[src/rtl/bt_pkg.sv]
// Shared Bluetooth link definitions: frame header/length, game state codes
// (common with the receiver), the packed status word and a frame byte builder.
package bt_pkg;

    localparam logic [7:0] BT_HDR         = 8'hA5;
    localparam int         BT_FRAME_BYTES = 4;

    typedef enum logic [2:0] {
        GS_RESET = 3'b000,
        GS_MENU  = 3'b001,
        GS_PLAY  = 3'b010,
        GS_DONE  = 3'b100,
        GS_END_A = 3'b101,
        GS_END_B = 3'b110
    } game_state_e;

    // Byte serializer states.
    typedef enum logic [1:0] {
        TX_IDLE,
        TX_START,
        TX_DATA,
        TX_STOP
    } tx_state_e;

    // 13-bit status word {state, score, miss, life}.
    typedef struct packed {
        logic [2:0] state;
        logic [3:0] score;
        logic [3:0] miss;
        logic [1:0] life;
    } bt_status_t;

    // Byte idx of the frame for status s: header, {score,miss},
    // {state,life,000}, then the XOR checksum of the first three.
    function automatic logic [7:0] bt_frame_byte(input bt_status_t s, input logic [1:0] idx);
        logic [7:0] b1;
        logic [7:0] b2;
        b1 = {s.score, s.miss};
        b2 = {s.state, s.life, 3'b000};
        case (idx)
            2'd0:    bt_frame_byte = BT_HDR;
            2'd1:    bt_frame_byte = b1;
            2'd2:    bt_frame_byte = b2;
            default: bt_frame_byte = BT_HDR ^ b1 ^ b2;
        endcase
    endfunction

endpackage

[src/rtl/uart_tx_byte.sv]
// 8N1 byte serializer, LSB first, DIV clocks per bit.
//   clk, rst   : clock, async active-low reset
//   start/data : load a byte; honoured only while ready is high
//   ready      : idle, or on the last cycle of the stop bit, so the next
//                byte follows the stop bit with no idle gap
//   tx         : registered line output, idle high
module uart_tx_byte
    import bt_pkg::*;
#(
    parameter int DIV = 16
) (
    input  logic       clk,
    input  logic       rst,
    input  logic       start,
    input  logic [7:0] data,
    output logic       ready,
    output logic       tx
);

    localparam int CW = (DIV > 1) ? $clog2(DIV) : 1;

    tx_state_e       state_q, state_d;
    logic [CW-1:0]   div_q, div_d;
    logic [2:0]      bit_q, bit_d;
    logic [7:0]      sh_q, sh_d;
    logic            tx_q, tx_d;
    logic            div_last;

    assign div_last = (div_q == CW'(DIV - 1));
    assign ready    = (state_q == TX_IDLE) || ((state_q == TX_STOP) && div_last);
    assign tx       = tx_q;

    always_ff @(posedge clk or negedge rst) begin
        if (!rst) begin
            state_q <= TX_IDLE;
            div_q   <= '0;
            bit_q   <= '0;
            sh_q    <= '0;
            tx_q    <= 1'b1;
        end else begin
            state_q <= state_d;
            div_q   <= div_d;
            bit_q   <= bit_d;
            sh_q    <= sh_d;
            tx_q    <= tx_d;
        end
    end

    // tx_d is the value of the bit period that begins at the next edge,
    // so the line changes exactly on bit boundaries.
    always_comb begin
        state_d = state_q;
        div_d   = div_q;
        bit_d   = bit_q;
        sh_d    = sh_q;
        tx_d    = tx_q;
        case (state_q)
            TX_IDLE: begin
                if (start) begin
                    state_d = TX_START;
                    div_d   = '0;
                    sh_d    = data;
                    tx_d    = 1'b0;
                end
            end
            TX_START: begin
                if (div_last) begin
                    state_d = TX_DATA;
                    div_d   = '0;
                    bit_d   = '0;
                    tx_d    = sh_q[0];
                end else begin
                    div_d = div_q + 1'b1;
                end
            end
            TX_DATA: begin
                if (div_last) begin
                    div_d = '0;
                    if (bit_q == 3'd7) begin
                        state_d = TX_STOP;
                        tx_d    = 1'b1;
                    end else begin
                        bit_d = bit_q + 3'd1;
                        sh_d  = {1'b0, sh_q[7:1]};
                        tx_d  = sh_q[1];
                    end
                end else begin
                    div_d = div_q + 1'b1;
                end
            end
            TX_STOP: begin
                if (div_last) begin
                    div_d = '0;
                    if (start) begin
                        state_d = TX_START;
                        sh_d    = data;
                        tx_d    = 1'b0;
                    end else begin
                        state_d = TX_IDLE;
                    end
                end else begin
                    div_d = div_q + 1'b1;
                end
            end
            default: state_d = TX_IDLE;
        endcase
    end

endmodule

[src/rtl/bt_status_tx.sv]
// Bluetooth status transmitter: whenever {state,score,miss,life} differs from
// the last frame sent, emits a 4-byte UART frame (A5, {score,miss},
// {state,life,000}, XOR checksum) built from a snapshot of the status.
//   clk, rst               : clock, async active-low reset
//   state/score/miss/life  : level game status, sampled only between frames
//   send_bluetooth         : UART TX line (8N1, idle high), registered
//   busy                   : high while a frame is on the line, registered
module bt_status_tx
    import bt_pkg::*;
#(
    parameter int CLK_FREQ = 100_000_000,
    parameter int BAUD     = 9600
) (
    input  logic       clk,
    input  logic       rst,
    input  logic [2:0] state,
    input  logic [3:0] score,
    input  logic [3:0] miss,
    input  logic [1:0] life,
    output logic       send_bluetooth,
    output logic       busy
);

    // Truncating division; must come out at least 2.
    localparam int DIV = CLK_FREQ / BAUD;

    bt_status_t status;
    bt_status_t last_sent_q, last_sent_d;
    bt_status_t snap_q, snap_d;
    logic [1:0] idx_q, idx_d;
    logic       busy_q, busy_d;
    logic       tx_start, tx_ready;
    logic [7:0] tx_data;
    logic       frame_done;

    assign status = '{state: state, score: score, miss: miss, life: life};

    uart_tx_byte #(.DIV(DIV)) u_tx (
        .clk   (clk),
        .rst   (rst),
        .start (tx_start),
        .data  (tx_data),
        .ready (tx_ready),
        .tx    (send_bluetooth)
    );

    always_ff @(posedge clk or negedge rst) begin
        if (!rst) begin
            last_sent_q <= '1;  // state 111 is never used, so the first frame always goes out
            snap_q      <= '0;
            idx_q       <= '0;
            busy_q      <= 1'b0;
        end else begin
            last_sent_q <= last_sent_d;
            snap_q      <= snap_d;
            idx_q       <= idx_d;
            busy_q      <= busy_d;
        end
    end

    // The last byte's stop bit completing counts as idle, so a pending
    // change starts the next frame on that same edge (no idle line).
    assign frame_done = busy_q && tx_ready && (idx_q == 2'(BT_FRAME_BYTES - 1));

    always_comb begin
        last_sent_d = last_sent_q;
        snap_d      = snap_q;
        idx_d       = idx_q;
        busy_d      = busy_q;
        tx_start    = 1'b0;
        tx_data     = BT_HDR;
        if (busy_q && tx_ready) begin
            if (frame_done) begin
                busy_d = 1'b0;
            end else begin
                tx_start = 1'b1;
                idx_d    = idx_q + 2'd1;
                tx_data  = bt_frame_byte(snap_q, idx_q + 2'd1);
            end
        end
        if ((!busy_q || frame_done) && (status != last_sent_q)) begin
            tx_start    = 1'b1;
            tx_data     = BT_HDR;
            snap_d      = status;
            last_sent_d = status;
            idx_d       = '0;
            busy_d      = 1'b1;
        end
    end

    assign busy = busy_q;

endmodule
[config.mk]
export PLATFORM = sky130hd
export DESIGN_NAME = bt_status_tx
export DESIGN_NICKNAME = d
export VERILOG_FILES = /design/src/rtl/bt_pkg.sv /design/src/rtl/uart_tx_byte.sv /design/src/rtl/bt_status_tx.sv
export SDC_FILE = /design/constraint.sdc
export NUM_CORES = 1
export LEC_CHECK = 0
export ABC_AREA = 1
export BUFFER_PORTS_ARGS = -buffer_cell sky130_fd_sc_hd__buf_4
export CAP_MARGIN = 20
export CORE_MARGIN = 10
export CORE_UTILIZATION = 41
export CTS_CLUSTER_SIZE = 14
export DETAILED_ROUTE_END_ITERATION = 8
export GPL_TIMING_DRIVEN = 0
export PLACE_DENSITY = 0.67
export SYNTH_ARGS = -nofsm -noshare
export SYNTH_HDL_FRONTEND = slang
export SYNTH_SLANG_ARGS = --single-unit
[constraint.sdc]
create_clock -name clk -period 2 [get_ports clk]
set_input_delay 0.1 -clock clk [delete_from_list [all_inputs] [get_ports clk]]
set_output_delay 0.1 -clock clk [all_outputs]
set_load 0.01 [all_outputs]
==> results_dict.tcl <==
set metrics [dict create \
    portBuffers 16 \
    clock_path_buffers 2 \
    hold_ws_ps 352.4 \
    overflow 0 \
    yosys_warnings 0 \
    cts_root_buf "clkbuf_8" \
    p_per_area_nw_per_um2 571.7 \
    fmax_mhz 534.2 \
    min_period_ps 1872 \
    cts_sinks 57 \
    cts_buffers 9 \
    end_kind "flip-flop" \
    ir_drop_uv 394.2 \
    slew_viol_final 0 \
    tns_ps 0 \
    tightest_slew_ps 728.2 \
    grt_max_degree 58 \
    fin_crit_sh 0.9359 \
    synth_top_area_cell "dfrtp_1" \
    maxCapViolCount 0 \
    ios 17 \
    post_synth.cell_area_avg_sq_um 8.194 \
    power.total_mw 2.218 \
    p_leak_nw 1.882 \
    path_clk_slew_ps 70 \
    outcome "complete, no violations" \
    hpwl_mm 4.894 \
    drc 0 \
    synth_edf_count 0 \
    hold_viol 0 \
    routedWlPerCell_um 13.06 \
    rsz0062_at_grt "yes" \
    row_count 32 \
    gp_congestion 0.8807 \
    critPathLaunchType "flip-flop" \
    async_flop_share 1.000 \
    seq_area_sq_um 1444 \
    critPathMaxFanout 10 \
    syn-cell-area_sq_um 3179 \
    fp.coreArea_sq_um 7647 \
    worstPathArrival_ps 2100 \
    grt_pass1_vias 2733 \
    hold_class "primary input to async pin" \
    n_antenna_cell 0 \
    ys_ff_latch 57 \
    synth_top_area_share 0.3384 \
    layout-drive-gt1-share 0.2212 \
    ys_top_cells_by_area "dfrtp_1, dfstp_2, nand2_1" \
    synthFlopType "dfrtp_1" \
    syn_nets 415 \
    relSlewSlack 0.5145 \
    drt_iter0_markers 119 \
    dr_total_vias 2781 \
    setup_slack_ps 128.1 \
    first_pass_iters 4 \
    grt.total_usage 0.1287 \
    setup_viol 0 \
    syn_inst 388 \
    start_util 0.4157 \
    grt_antenna_before_repair 0 \
    multi_input_area_sq_um 1556 \
    fin_nets 465 \
    skew_ps 10.34 \
    drt-vias-per-instance 5.103 \
    die_x_um 108.1 \
    grt_pass1_wl_mm 12.23 \
    h-tree-depth 3 \
    cts_tree "yes" \
    path_class "flip-flop to flip-flop" \
    ant_nets 0 \
    dieArea_sq_um 11680 \
    wl_mm 7.117 \
    nFillCells 719 \
    synthDistinctLibCells 37 \
    ys_seq_area_frac 0.4542 \
    fp.dieH_um 108.1 \
    place_ws_ps -203.0 \
    clock_latency_ps 340 \
    area_delta_synth_final_pct 22.00 \
    critPathRequiredTime_ps 2230 \
]
[power by group]
part | total (mW) | leakage (nW) | internal, mW | switching (mW)
Sequential | 1.15 | 0.621 | 1.15 | 0
Clock | 0.978 | 0.0847 | 0.482 | 0.497
Combinational | 0.0854 | 1.18 | 0.0431 | 0.0423
[registers in the layout (all words and copies together) (netlist names)]
| register | flops |
|---|---|
| busy | 1 |
| idx_q | 2 |
| last_sent_q | 13 |
| snap_q | 13 |
| u_tx.bit_q | 3 |
| u_tx.div_q | 14 |
| u_tx.sh_q | 8 |
| u_tx.state_q | 2 |
| u_tx.tx | 1 |
[cells in the final DEF, fill, tap and decap left out, drive strengths merged]
cell / n
inv: 47
nor2: 18
o211ai: 2
dfstp: 14
clkinv: 4
o21a: 2
a21oi: 6
o31ai: 1
nand3b: 2
nor4: 4
o21ai: 59
xor2: 5
o22ai: 12
buf: 29
a22oi: 1
nor3: 6
or2: 1
a21o: 1
nand2: 105
nand3: 23
nand4: 3
o32ai: 2
clkbuf: 13
dlygate4sd3: 14
dfrtp: 43
a31oi: 1
xnor2: 9
clkinvlp: 4
ha: 12
[stage by stage]
| step | std cells | util | area, sq um |
|---|---|---|---|
| 2_1_floorplan | 388 | - | 3179 |
| 3_3_place_gp | 506 | 0.4481 | 3427 |
| 3_5_place_dp | 506 | 0.4481 | 3427 |
| 4_1_cts | 538 | 0.4938 | 3776 |
| 5_1_grt | 545 | 0.5072 | 3879 |
| 6_report | 545 | 0.5072 | 3879 |
[critical path: stages (launching register included)]
cell and delay, ps:
dfrtp_1 430, inv_2 120, ha_4 200, clkinvlp_4 150
nand2_4 110, nand3_2 80, nand2_4 100, nand2_4 100
nand3_2 110, nand2_4 80, buf_8 150, nand2_1 70
o21ai_2 50
[cells by family (layout without fill, tap and decap cells)]
family / after synthesis / count (layout) / share of synthesized area
buf+inv: 57 / 111 / 0.07595
flops: 57 / 57 / 0.4542
xor+xnor: 14 / 14 / 0.03857
fa+ha+maj: 12 / 12 / 0.04722
compound gates: 87 / 87 / 0.1570
simple gates: 161 / 162 / 0.2271
[routing by layer]
layer / part of all wire / GRT usage
met1: 0.44 / 0.1504
met2: 0.51 / 0.2164
met3: 0.041 / 0.04164
met4: 0.013 / 0.04580
met5: 0 / 0
[cells in the mapped netlist, drive strengths merged, types with 3 or more instances]
cell type  count
dfrtp         43
nor3           6
buf            4
o22ai         12
xnor2          9
nand2        104
a21oi          6
o21ai         59
xor2           5
nor4           4
ha            12
clkbuf         4
inv           47
nor2          18
nand3         23
nand4          3
dfstp         14
[repair_timing]
item                       CTS  global route
hold endpoints to repair    69             0
resized for setup            4            15
hold buffers                14             0
setup endpoints to repair   50            52
setup buffers                2             8
cloned                       0             1
pin swaps                    2             4
[layout make-up]
cell class | instances | area share
Multi-Input combinational cell | 275 | 0.4013
Sequential cell | 57 | 0.3723
Timing Repair Buffer | 40 | 0.08645
Inverter | 49 | 0.04871
Clock buffer | 10 | 0.03548
Tap cell | 102 | 0.03290
Buffer | 6 | 0.01226
Clock inverter | 6 | 0.01065
[path summary, 6_finish.rpt]
check	endpoint	slack, ps	startpoint	cells past startpoint
max	u_tx.sh_q[6]	130	u_tx.state_q[1]	12
min	u_tx.div_q[6]	350	rst	2
max reg2reg	u_tx.sh_q[6]	130	u_tx.state_q[1]	12
min reg2reg	u_tx.tx	470	u_tx.tx	2
max in group asynchronous	u_tx.sh_q[1]	1160	rst	2
min in group clk	u_tx.tx	470	u_tx.tx	2
Power figures use the tool's default switching activity.
